[src/rtl/alu_exec.sv]
// Multi-cycle RISC-V execute unit: single-cycle arithmetic/logic/compare ops,
// serial 1-bit-per-cycle shifter, valid/ready handshake on both sides.
module alu_exec #(
   parameter int XLEN = 32
) (
   input  logic            clk,
   input  logic            rst_n,
   input  logic            in_valid,
   output logic            in_ready,
   input  logic [3:0]      alu_control,
   input  logic [XLEN-1:0] op_a,
   input  logic [XLEN-1:0] op_b,
   input  logic            flush,
   output logic            out_valid,
   input  logic            out_ready,
   output logic [XLEN-1:0] result,
   output logic            zero,
   output logic            busy
);

   localparam int SW = $clog2(XLEN);

   localparam logic [3:0] OP_ADD  = 4'd0;
   localparam logic [3:0] OP_SUB  = 4'd1;
   localparam logic [3:0] OP_SLL  = 4'd2;
   localparam logic [3:0] OP_SLT  = 4'd3;
   localparam logic [3:0] OP_SLTU = 4'd4;
   localparam logic [3:0] OP_XOR  = 4'd5;
   localparam logic [3:0] OP_SRL  = 4'd6;
   localparam logic [3:0] OP_SRA  = 4'd7;
   localparam logic [3:0] OP_OR   = 4'd8;
   localparam logic [3:0] OP_AND  = 4'd9;

   typedef enum logic [1:0] {
      S_IDLE,
      S_SHIFT,
      S_DONE
   } state_e;

   state_e            state_q, state_d;
   logic [XLEN-1:0]   result_q, result_d;
   logic [XLEN-1:0]   shreg_q, shreg_d;
   logic [SW-1:0]     cnt_q, cnt_d;
   logic [3:0]        shop_q, shop_d;

   logic              accept;
   logic              is_shift;
   logic [SW-1:0]     shamt;
   logic [XLEN-1:0]   alu_val;
   logic [XLEN-1:0]   shifted;

   assign shamt    = op_b[SW-1:0];
   assign is_shift = (alu_control == OP_SLL) || (alu_control == OP_SRL) ||
                     (alu_control == OP_SRA);
   assign in_ready = (state_q == S_IDLE) || ((state_q == S_DONE) && out_ready);
   assign accept   = in_valid && in_ready;

   // Single-cycle op values; shift codes and undefined codes fall to zero here.
   always_comb begin
      alu_val = '0;
      case (alu_control)
         OP_ADD:  alu_val = op_a + op_b;
         OP_SUB:  alu_val = op_a - op_b;
         OP_SLT:  alu_val = {{(XLEN-1){1'b0}}, ($signed(op_a) < $signed(op_b))};
         OP_SLTU: alu_val = {{(XLEN-1){1'b0}}, (op_a < op_b)};
         OP_XOR:  alu_val = op_a ^ op_b;
         OP_OR:   alu_val = op_a | op_b;
         OP_AND:  alu_val = op_a & op_b;
         default: alu_val = '0;
      endcase
   end

   always_comb begin
      shifted = shreg_q;
      case (shop_q)
         OP_SLL:  shifted = {shreg_q[XLEN-2:0], 1'b0};
         OP_SRL:  shifted = {1'b0, shreg_q[XLEN-1:1]};
         default: shifted = {shreg_q[XLEN-1], shreg_q[XLEN-1:1]};
      endcase
   end

   // Flush wins over everything; a new accept in DONE replaces the held result without a bubble.
   always_comb begin
      state_d  = state_q;
      result_d = result_q;
      shreg_d  = shreg_q;
      cnt_d    = cnt_q;
      shop_d   = shop_q;
      if (flush) begin
         state_d = S_IDLE;
      end else begin
         case (state_q)
            S_IDLE, S_DONE: begin
               if (accept) begin
                  if (is_shift && (shamt != '0)) begin
                     shreg_d = op_a;
                     cnt_d   = shamt;
                     shop_d  = alu_control;
                     state_d = S_SHIFT;
                  end else begin
                     result_d = is_shift ? op_a : alu_val;
                     state_d  = S_DONE;
                  end
               end else if ((state_q == S_DONE) && out_ready) begin
                  state_d = S_IDLE;
               end
            end
            S_SHIFT: begin
               shreg_d = shifted;
               cnt_d   = cnt_q - SW'(1);
               if (cnt_q == SW'(1)) begin
                  result_d = shifted;
                  state_d  = S_DONE;
               end
            end
            default: state_d = S_IDLE;
         endcase
      end
   end

   always_ff @(posedge clk or negedge rst_n) begin
      if (!rst_n) begin
         state_q  <= S_IDLE;
         result_q <= '0;
         shreg_q  <= '0;
         cnt_q    <= '0;
         shop_q   <= '0;
      end else begin
         state_q  <= state_d;
         result_q <= result_d;
         shreg_q  <= shreg_d;
         cnt_q    <= cnt_d;
         shop_q   <= shop_d;
      end
   end

   assign out_valid = (state_q == S_DONE);
   assign busy      = (state_q == S_SHIFT);
   assign result    = result_q;
   assign zero      = (result_q == '0);

endmodule

[config.mk]
export PLATFORM = sky130hd
export DESIGN_NAME = alu_exec
export DESIGN_NICKNAME = d
export VERILOG_FILES = /design/src/rtl/alu_exec.sv
export SDC_FILE = /design/constraint.sdc
export NUM_CORES = 1
export LEC_CHECK = 0
export ABC_AREA = 1
export BUFFER_PORTS_ARGS = -buffer_cell sky130_fd_sc_hd__buf_2
export CAP_MARGIN = 10
export CORE_MARGIN = 1.5
export CORE_UTILIZATION = 55
export CTS_CLUSTER_SIZE = 12
export DETAILED_ROUTE_END_ITERATION = 7
export PLACE_DENSITY = 0.82
export RECOVER_POWER = 25
export SYNTH_ARGS = -nofsm -noshare
export SYNTH_HDL_FRONTEND = slang
export SYNTH_SLANG_ARGS = --single-unit
[constraint.sdc]
create_clock -name clk -period 2.08 [get_ports clk]
set_input_delay 0.104 -clock clk [delete_from_list [all_inputs] [get_ports clk]]
set_output_delay 0.104 -clock clk [all_outputs]
set_load 0.02 [all_outputs]
==> metrics.txt <==
fill count=between 1500 and 2000; failing checks=capacitance limit, slew limit; max-slew violations=27; crit-path cells=buf_2 > inv_1 > ha_1 > inv_1 > fa_1 > nand2_1 > nand2_1 > and2_1 > nand2_1 > nand3b_1 > nand2_1 > nand2_1 > nand2_1 > nand3_1 > nand3_1 > nand2_1 > a21oi_1; Fin. Hold Viols=0; die width=between 100 and 150 µm; Clock Sinks=between 70 and 80; Max Clock Skew=between 9 and 10 ps; CTS tree=done; area of the multi-input gates=slightly below 7000 µm²; Synth cell types=45; Mapped Area=between 10000 and 15000 µm²; critical setup path kind=in -> reg; top cells by area, synth=nand2_1 (19%), dfrtp_1 (18%), ha_1 (13%); H-tree depth=3; worst path required time=around 2400 ps; Post-Syn Area per Cell=around 5.7 µm²; max incr delay on CP=about 380 ps; FMAX=around 0.5 GHz; warnings from Yosys=0; core footprint=between 15000 and 20000 µm²; largest net degree at the start of global routing=52; Flop pwr share=a little under a third; Crit path arrival time=~2300 ps; Top-Level Pins=approximately 110; worst-case clock buffer depth=2; Top FF cell, synth=dfrtp_1; r2r setup slk=80 ps; n_diodes=0; flops & latches, synth=75; post-synthesis compound-gate area fraction=17.7%; power density cells=579 nW/µm²; Port Buffers=around 110; Layout area overhead=24.4%; Via density=between 5 and 6; dpl cell area=roughly 13000 µm²; initial antenna violation count=0; pre-CTS setup slack=-314 ps; mux cell area share after synthesis=0%; row count=about 50; Crit path top cell by count=nand2_1; Core Util, Final=a little over 70%; Nets=approximately 2300; Post-synth EDFFs=0; Worst Hold Launch=flush; Pint=4.11 mW; 1st-iter DRT viols=1400; normalized max-slew margin=-8.49%; Simple-Gate Fraction of Synth Area=35.3%; Worst Setup End Kind=flip-flop; outcome=finished, violations left; Post-Synthesis Cells=between 1500 and 2000; via count=13135; Hold EP=shop_q[3]; GPL Wtd Cong=about 1.0; WL/cell=17.5 µm; Min Clock Period, post-route=between 2000 and 2500 ps; clock power share=between 20% and 30%; dpl hpwl=between 30 and 40 mm; Remaining DRCs=0; root buf cell=clkbuf_16; clk slew on worst S/H paths=approximately 60 ps; final cell count without fillers=2320; sequential area share after synthesis=roughly 18%; TritonCTS buffer count=9; maximum capacitance violations=1; switching power=between 3 and 4 mW; die height=roughly 140 µm; hold depth=3; overall routing resource usage=roughly 41%; Critical Path Fanout Max=4; Storage cell area=between 1500 and 2000 µm²; RR Startpoint=state_q[1]; Fin Setup TNS=0 ps; Starting Density=56.8%; Synth Area in Adders=between 10% and 20%; worst hold path type=in -> reg; vias in the first global route=12099; total wire length=40.6 mm; crit path max-delay cell type=fa_1; Total Die Area=between 15000 and 20000 µm²; sw frac=approximately 45%; global-route wire length before repair=approximately 63 mm; Max VDD drop=approximately 500 µV; cell taking the most area after synthesis=nand2_1; placed cells=approximately 2300; R2R cell count=8; main combinational cell family by area after synthesis=simple AND/OR/NAND/NOR gates; Pre-Repair DR Iteration Count=7; layout cells sized above 1=between 15 and 20%; setup ws final=around 43 ps; RSZ-0062 raised after global routing=yes; grt ovf=0; xor-xnor portion of the synthesized cell area=0.254%; Post-DRT Antenna Nets=0; setup violators final=0; share of the synthesized area in the top cell type=19.2%; Final period util=between 90% and 100%; CP Launch Type=input pin; post-route cell area=~13000 µm²; Worst-Margin Slew=about 1600 ps; Gate power share=49.5%; leakage=roughly 7.4 nW; clock latency on the worst-skew pair=approximately 350 ps; reg-to-reg critical path endpoint=result[29]; syn nets=2000; Post-synth ARST share=between 90% and 100%
-- placed cells by master (no fill, tap or decap), types with 3 or more instances in the layout --
cell type    n
o21bai_1     5
inv_1      332
dfrtp_1     74
nor3_1      30
inv_2        6
buf_4      209
a31oi_1     15
nor2_2       9
nand2_1    525
o21ai_0     99
and2_1       3
o22ai_1     32
a21oi_1    153
nand3_1    107
ha_1       103
o21ai_1      5
clkbuf_16    9
a311oi_2     3
a311oi_1     6
nand4_1     10
nand2_2      5
buf_12       6
buf_2      107
nor4_1      11
nor2_1     181
nand3_2      4
a21oi_2      3
-- what timing repair did --
| item | in CTS | in global routing |
|---|---|---|
| pin swaps | 0 | 1 |
| hold endpoints to repair | 26 | 0 |
| gates resized for setup | 1 | 15 |
| setup endpoints to repair | 1 | 15 |
| setup buffers | 0 | 1 |
| hold buffers | 1 | 0 |
-- per-stage QoR --
step	hold WS, ps	power (mW)
after floorplan	-192	4.25
after global placement	49.2	5.73
after detailed placement	53.6	5.81
after CTS	55.3	7.32
after global routing	86.9	7.86
final	57.8	7.45
-- state kept, by name, summed over array words and instances, names as in the netlist --
| name | count |
|---|---|
| cnt_q | 5 |
| result | 32 |
| shop_q | 4 |
| shreg_q | 32 |
| state_q | 2 |
-- final cells by class --
type                            instances  share of cell area, %
Clock inverter                          4                  0.194
Tap cell                              229                   2.23
Clock buffer                           12                   1.99
Timing Repair Buffer                  324                   17.4
Multi-Input combinational cell       1338                   53.8
Sequential cell                        75                   14.6
Inverter                              338                   9.85
-- cells in the mapped netlist (3+ instances only) --
cell and n:
nand4_1 10, buf_4 7, nand2_1 529, nand3_1 110, inv_1 332, and2_1 3
o22ai_1 32, inv_2 6, nor3_1 30, nor4_1 12, ha_1 105, o21ai_0 102
o21bai_1 5, nor2_2 7, nor2_1 183, clkbuf_1 33, a31oi_1 15, dfrtp_1 75
a21oi_1 154, buf_2 25, a311oi_1 7
-- worst max-delay path by stage --
stage	from	endpoint	slack, ps	depth (start not counted)
floorplan	op_a[0]	result[12]	310	14
global placement	op_a[0]	result[14]	-310	14
global route	shop_q[1]	shreg_q[4]	-30	9
finish	op_a[0]	result[20]	40	17
CTS	op_b[0]	result[14]	30	14
detailed placement	op_a[0]	result[14]	-310	14
-- logic make-up after synthesis --
group                      count (synthesis)
AOI/OAI and AO/OA                        334
DFF                                       75
and+or+nand+nor                          894
xor gates and xnor gates                   3
adders and majority gates                107
buffers and inverters                    407
-- critical path: cells and delay by family --
kind / cells / cell delay, ps
fa+ha+maj: 2 / 530
simple gates: 11 / 1230
buf+inv: 3 / 270
compound gates: 1 / 150
-- power groups by stage --
stage	clock, mW	combinational [mW]	sequential [mW]
after global placement	0	3.51	2.22
after global routing	1.56	4.02	2.28
after CTS	1.50	3.60	2.22
final	1.51	3.69	2.25
after detailed placement	0	3.57	2.24
after floorplan	0	1.89	2.36
-- per-layer routing --
layer	track usage [%]	vias up	part of all wire (%)
met5	0	-	0
met4	19.9	0	5.5
met3	6.09	153	9.4
met2	68.8	810	45
met1	51.2	5897	40
li1	-	6275	-
(Power assumes the default switching activity.)
